**src/rtl/program_memory_arbiter.sv**
```systemverilog
// program_memory_arbiter: shares one combinational program-memory port between instruction fetch and debug reads.
// Define PM_ARB_ROUND_ROBIN_EN for alternating grants under contention; the default build gives fetch fixed priority.
module program_memory_arbiter #(
    parameter int MEMORY_DEPTH = 'h200,
    parameter int DATA_WIDTH = 32,
    parameter logic [DATA_WIDTH-1:0] TEXT_BASE = 32'h0040_0000
) (
    input  logic                  clk,
    input  logic                  reset,
    input  logic                  Fetch_Req,
    input  logic [DATA_WIDTH-1:0] Fetch_Addr,
    output logic                  Fetch_Gnt,
    output logic                  Fetch_Valid,
    output logic [DATA_WIDTH-1:0] Fetch_Data,
    output logic                  Fetch_Err,
    input  logic                  Dbg_Req,
    input  logic [DATA_WIDTH-1:0] Dbg_Addr,
    output logic                  Dbg_Gnt,
    output logic                  Dbg_Valid,
    output logic [DATA_WIDTH-1:0] Dbg_Data,
    output logic                  Dbg_Err,
    output logic [DATA_WIDTH-1:0] Mem_Address,
    input  logic [DATA_WIDTH-1:0] Mem_Instruction,
    output logic [15:0]           Dbg_Wait_Cnt
);

    typedef enum logic {LAST_FETCH, LAST_DBG} arb_state_t;

    arb_state_t            state;
    logic                  pick_dbg;
    logic                  fetch_bad;
    logic                  dbg_bad;
    logic [DATA_WIDTH-1:0] addr_q;

    // Addresses below TEXT_BASE wrap to huge offsets and so fail the depth test.
    function automatic logic addr_err(input logic [DATA_WIDTH-1:0] a);
        logic [DATA_WIDTH-1:0] off;
        off = a - TEXT_BASE;
        return (off[1:0] != 2'b00) || ((off >> 2) >= DATA_WIDTH'(MEMORY_DEPTH));
    endfunction

`ifdef PM_ARB_ROUND_ROBIN_EN
    assign pick_dbg = (state == LAST_FETCH);
`else
    assign pick_dbg = 1'b0;
`endif

    assign Fetch_Gnt   = !reset && Fetch_Req && !(Dbg_Req && pick_dbg);
    assign Dbg_Gnt     = !reset && Dbg_Req && !(Fetch_Req && !pick_dbg);
    assign Mem_Address = Fetch_Gnt ? Fetch_Addr : Dbg_Gnt ? Dbg_Addr : addr_q;
    assign fetch_bad   = addr_err(Fetch_Addr);
    assign dbg_bad     = addr_err(Dbg_Addr);

    always_ff @(posedge clk or posedge reset) begin
        if (reset) begin
            state        <= LAST_DBG;
            addr_q       <= TEXT_BASE;
            Fetch_Valid  <= 1'b0;
            Fetch_Err    <= 1'b0;
            Fetch_Data   <= '0;
            Dbg_Valid    <= 1'b0;
            Dbg_Err      <= 1'b0;
            Dbg_Data     <= '0;
            Dbg_Wait_Cnt <= '0;
        end else begin
            state        <= Fetch_Gnt ? LAST_FETCH : Dbg_Gnt ? LAST_DBG : state;
            addr_q       <= Mem_Address;
            Fetch_Valid  <= Fetch_Gnt;
            Fetch_Err    <= Fetch_Gnt && fetch_bad;
            Fetch_Data   <= Fetch_Gnt ? (fetch_bad ? '0 : Mem_Instruction) : Fetch_Data;
            Dbg_Valid    <= Dbg_Gnt;
            Dbg_Err      <= Dbg_Gnt && dbg_bad;
            Dbg_Data     <= Dbg_Gnt ? (dbg_bad ? '0 : Mem_Instruction) : Dbg_Data;
            Dbg_Wait_Cnt <= Dbg_Gnt ? 16'd0 :
                            (Dbg_Req && Dbg_Wait_Cnt != 16'hFFFF) ? Dbg_Wait_Cnt + 16'd1 : Dbg_Wait_Cnt;
        end
    end

endmodule

```
**config.mk**
```make
export PLATFORM = sky130hd
export DESIGN_NAME = program_memory_arbiter
export DESIGN_NICKNAME = d
export VERILOG_FILES = /design/src/rtl/program_memory_arbiter.sv
export SDC_FILE = /design/constraint.sdc
export NUM_CORES = 1
export LEC_CHECK = 0
export CORE_MARGIN = 5
export CORE_UTILIZATION = 45
export DETAILED_ROUTE_END_ITERATION = 8
export GPL_TIMING_DRIVEN = 0
export MAX_ROUTING_LAYER = met4
export PLACE_DENSITY_LB_ADDON = 0.25
export SETUP_SLACK_MARGIN = 0.4
export SLEW_MARGIN = 20
export SYNTH_ARGS = -nofsm -noshare
export SYNTH_HDL_FRONTEND = slang
export SYNTH_SLANG_ARGS = --single-unit
```
**constraint.sdc**
```tcl
create_clock -name clk -period 21.1 [get_ports clk]
set_input_delay 5.275 -clock clk [delete_from_list [all_inputs] [get_ports clk]]
set_output_delay 5.275 -clock clk [all_outputs]
set_load 0.02 [all_outputs]
```
==> impl_metrics.json <==
{
  "synth_seq_cells": 116,
  "setup_viol": 0,
  "worst-setup-path-type": "in -> out",
  "drtIter0Drc": 347,
  "syn_area_mm2": 0.00494,
  "endpoint_kind": "output port",
  "power_leakage_uw": 0.00338,
  "clockBufferDepth": 2,
  "synth-warning-count": 0,
  "diodes": 0,
  "first_global_vias": 5331,
  "multiInputGateArea_mm2": 0.00188,
  "fillerInstances": 812,
  "grt-ovfl-total": 0,
  "root_buffer": "clkbuf_8",
  "avgSynthCellArea_um2": 9.19,
  "cap_violations": 0,
  "hold_viol": 0,
  "seq_area_mm2": 0.00290,
  "ctsResizeCount": 0,
  "rsz0062_at_grt": "false",
  "worst_setup_path_start_kind": "input port",
  "worstPathArrival_ns": 8.54,
  "top_layer": "met4",
  "outcome": "finished clean",
  "synth_nets": 638,
  "antenna_found_initial": 0,
  "final_util_pct": 73.6,
  "dpl.hpwl_um": 12600,
  "syn_to_final_growth_pct": 60.9,
  "ant_nets": 0,
  "powerDensity_mw_per_mm2": 82.3,
  "yosysSeqAreaShare_pct": 58.8,
  "htree_levels": 4,
  "wl_um": 16900,
  "cts_setup_buffers": 0,
  "die_area_mm2": 0.0132,
  "avgRoutedWirePerCell_um": 18.2,
  "clock-sinks": 116,
  "rows": 38,
  "grt_usage_pct": 27.3,
  "wl_met2_um": 8450,
  "vdd_drop_max_v": 0.0000510,
  "fp.dieW_um": 115,
  "cts_buffers": 17,
  "timing.slew.headroom_pct": 54.9,
  "cts_tree": "done",
  "ys_types": 40,
  "period_needed_ns": 13.82,
  "gp_congestion": 0.884,
  "max_freq_ghz": 0.0724,
  "grt_max_degree": 65,
  "wl_met1_um": 6640,
  "first_pass_iters": 5,
  "final_cell_mix": "217 x clkdlybuf4s50_1, 199 x nand2_1, 115 x dfrtp_1, 71 x o21ai_0, 32 x a22oi_1",
  "fin_crit_sh_pct": 65.5,
  "drc": 0,
  "routed_via_density": 5.41,
  "wl_met3_um": 1350,
  "dr_total_vias": 5014,
  "worstMarginPinSlew_ns": 0.671,
  "io_pins": 218,
  "slew_viol_final": 0,
  "die_y_um": 115,
  "tns_ns": 0,
  "drive_gt1_share_pct": 5.46,
  "finalClockSkew_ns": 0.00473,
  "layout_commonest_cell": "clkdlybuf4s50_1",
  "synth_cells": 537,
  "path_max_fanout": 54,
  "path_clk_slew_ns": 0.06,
  "core_area_mm2": 0.0108,
  "start_util_pct": 45.7,
  "port_buffers": 217,
  "nets": 875,
  "hold_class": "reg -> reg",
  "required_ns": 15.83,
  "grt_pass1_wl_um": 27100,
  "clk-insertion-delay-late_ns": 0.52,
  "cts_hold_buf": 0
}
-- metrics by stage --
step | hold WS [ns] | instance area [µm²] | power, µW | instances | setup slack (ns)
6_report | 0.474 | 7940 | 653 | 927 | 7.28
5_1_grt | 0.490 | 7940 | 677 | 927 | 6.93
4_1_cts | 0.476 | 7940 | 655 | 927 | 7.23
3_5_place_dp | 0.459 | 7320 | 352 | 895 | 7.23
3_3_place_gp | 0.455 | 7280 | 350 | 894 | 3.67
2_1_floorplan | 0.573 | 4940 | 292 | 537 | 6.39
-- logic make-up after synthesis --
| family | synth area share, % |
|---|---|
| AND/OR/NAND/NOR | 22.1 |
| AO/OA/AOI/OAI | 15.1 |
| flip-flops | 58.8 |
| buffers and inverters | 3.07 |
| XOR/XNOR | 0.532 |
| multiplexers | 0.203 |
| adder cells (fa/ha/maj) | 0.253 |
-- worst max-delay path, stage by stage --
cell and delay [ns]:
clkdlybuf4s50_1 0.51, inv_6 0.42, nand2_1 0.30, inv_1 0.18, clkbuf_1 0.42, clkbuf_1 0.47, a22oi_1 0.13, nand2_1 0.16
clkdlybuf4s50_1 0.64
-- power by group --
part | total (µW) | internal [µW] | switching, µW | leakage, µW
sequential | 244 | 236 | 8.84 | 0.00156
clock | 304 | 204 | 99.6 | 0.000305
combinational | 105 | 49.6 | 55.6 | 0.00152
total | 653 | 489 | 164 | 0.00338
-- area by class of cell --
class | count | share of cell area (%)
clock inverter | 8 | 1.84
tap | 140 | 2.21
timing repair buffer | 218 | 27.7
inverter | 5 | 0.299
buffer | 33 | 1.67
clock buffer | 24 | 6.05
sequential | 116 | 36.6
multi-input combinational | 383 | 23.7
-- layer usage --
layer / global-route usage (%) / up-vias
met5: - / -
met4: 10.3 / 0
met3: 7.79 / 38
met2: 44.7 / 230
met1: 32.2 / 2418
li1: - / 2328
-- flip-flops by register name, indices dropped and copies added (netlist names) --
register	cells
Dbg_Data	32
Fetch_Data	32
addr_q	32
Dbg_Wait_Cnt	16
Dbg_Err	1
Dbg_Valid	1
Fetch_Err	1
Fetch_Valid	1
-- final timing paths --
check | from | to | slack (ns) | cells after the start
hold reg to reg | addr_q[4] | addr_q[4] | 0.47 | 2
setup / recovery | reset | Mem_Address[17] | 7.28 | 9
min in group asynchronous | reset | Dbg_Wait_Cnt[0] | 5.25 | 2
setup reg to reg | Dbg_Wait_Cnt[2] | Dbg_Wait_Cnt[15] | 19.08 | 4
hold / removal | addr_q[4] | addr_q[4] | 0.47 | 2
max in group asynchronous | reset | addr_q[22] | 15.15 | 3
-- synth_stat cells (all sizes together) --
cell type / number / area share (%)
nand2: 199 / 15
dfrtp: 115 / 58
o21ai: 72 / 7.3
a22oi: 32 / 4.9
clkbuf: 25 / 1.9
nor2: 11 / 0.84
nor4: 10 / 1.4
buf: 8 / 0.79
nand4: 7 / 1.0
a21oi: 6 / 0.61
nand3: 6 / 0.61
inv: 5 / 0.38
or4: 5 / 0.84
nor3: 4 / 0.41
or3: 4 / 0.51
a31oi: 3 / 0.38
nor4b: 3 / 0.53
and4: 2 / 0.35
o211a: 2 / 0.41
o211ai: 2 / 0.30
o41ai: 2 / 0.35
xor2: 2 / 0.35
a21o: 1 / 0.15
a41o: 1 / 0.20
and2: 1 / 0.13
dfstp: 1 / 0.53
ha: 1 / 0.25
mux2i: 1 / 0.20
nor3b: 1 / 0.15
o21a: 1 / 0.15
o311ai: 1 / 0.18
o31ai: 1 / 0.15
or3b: 1 / 0.18
xnor2: 1 / 0.18
Note: power is estimated with default switching activity, not from simulation.
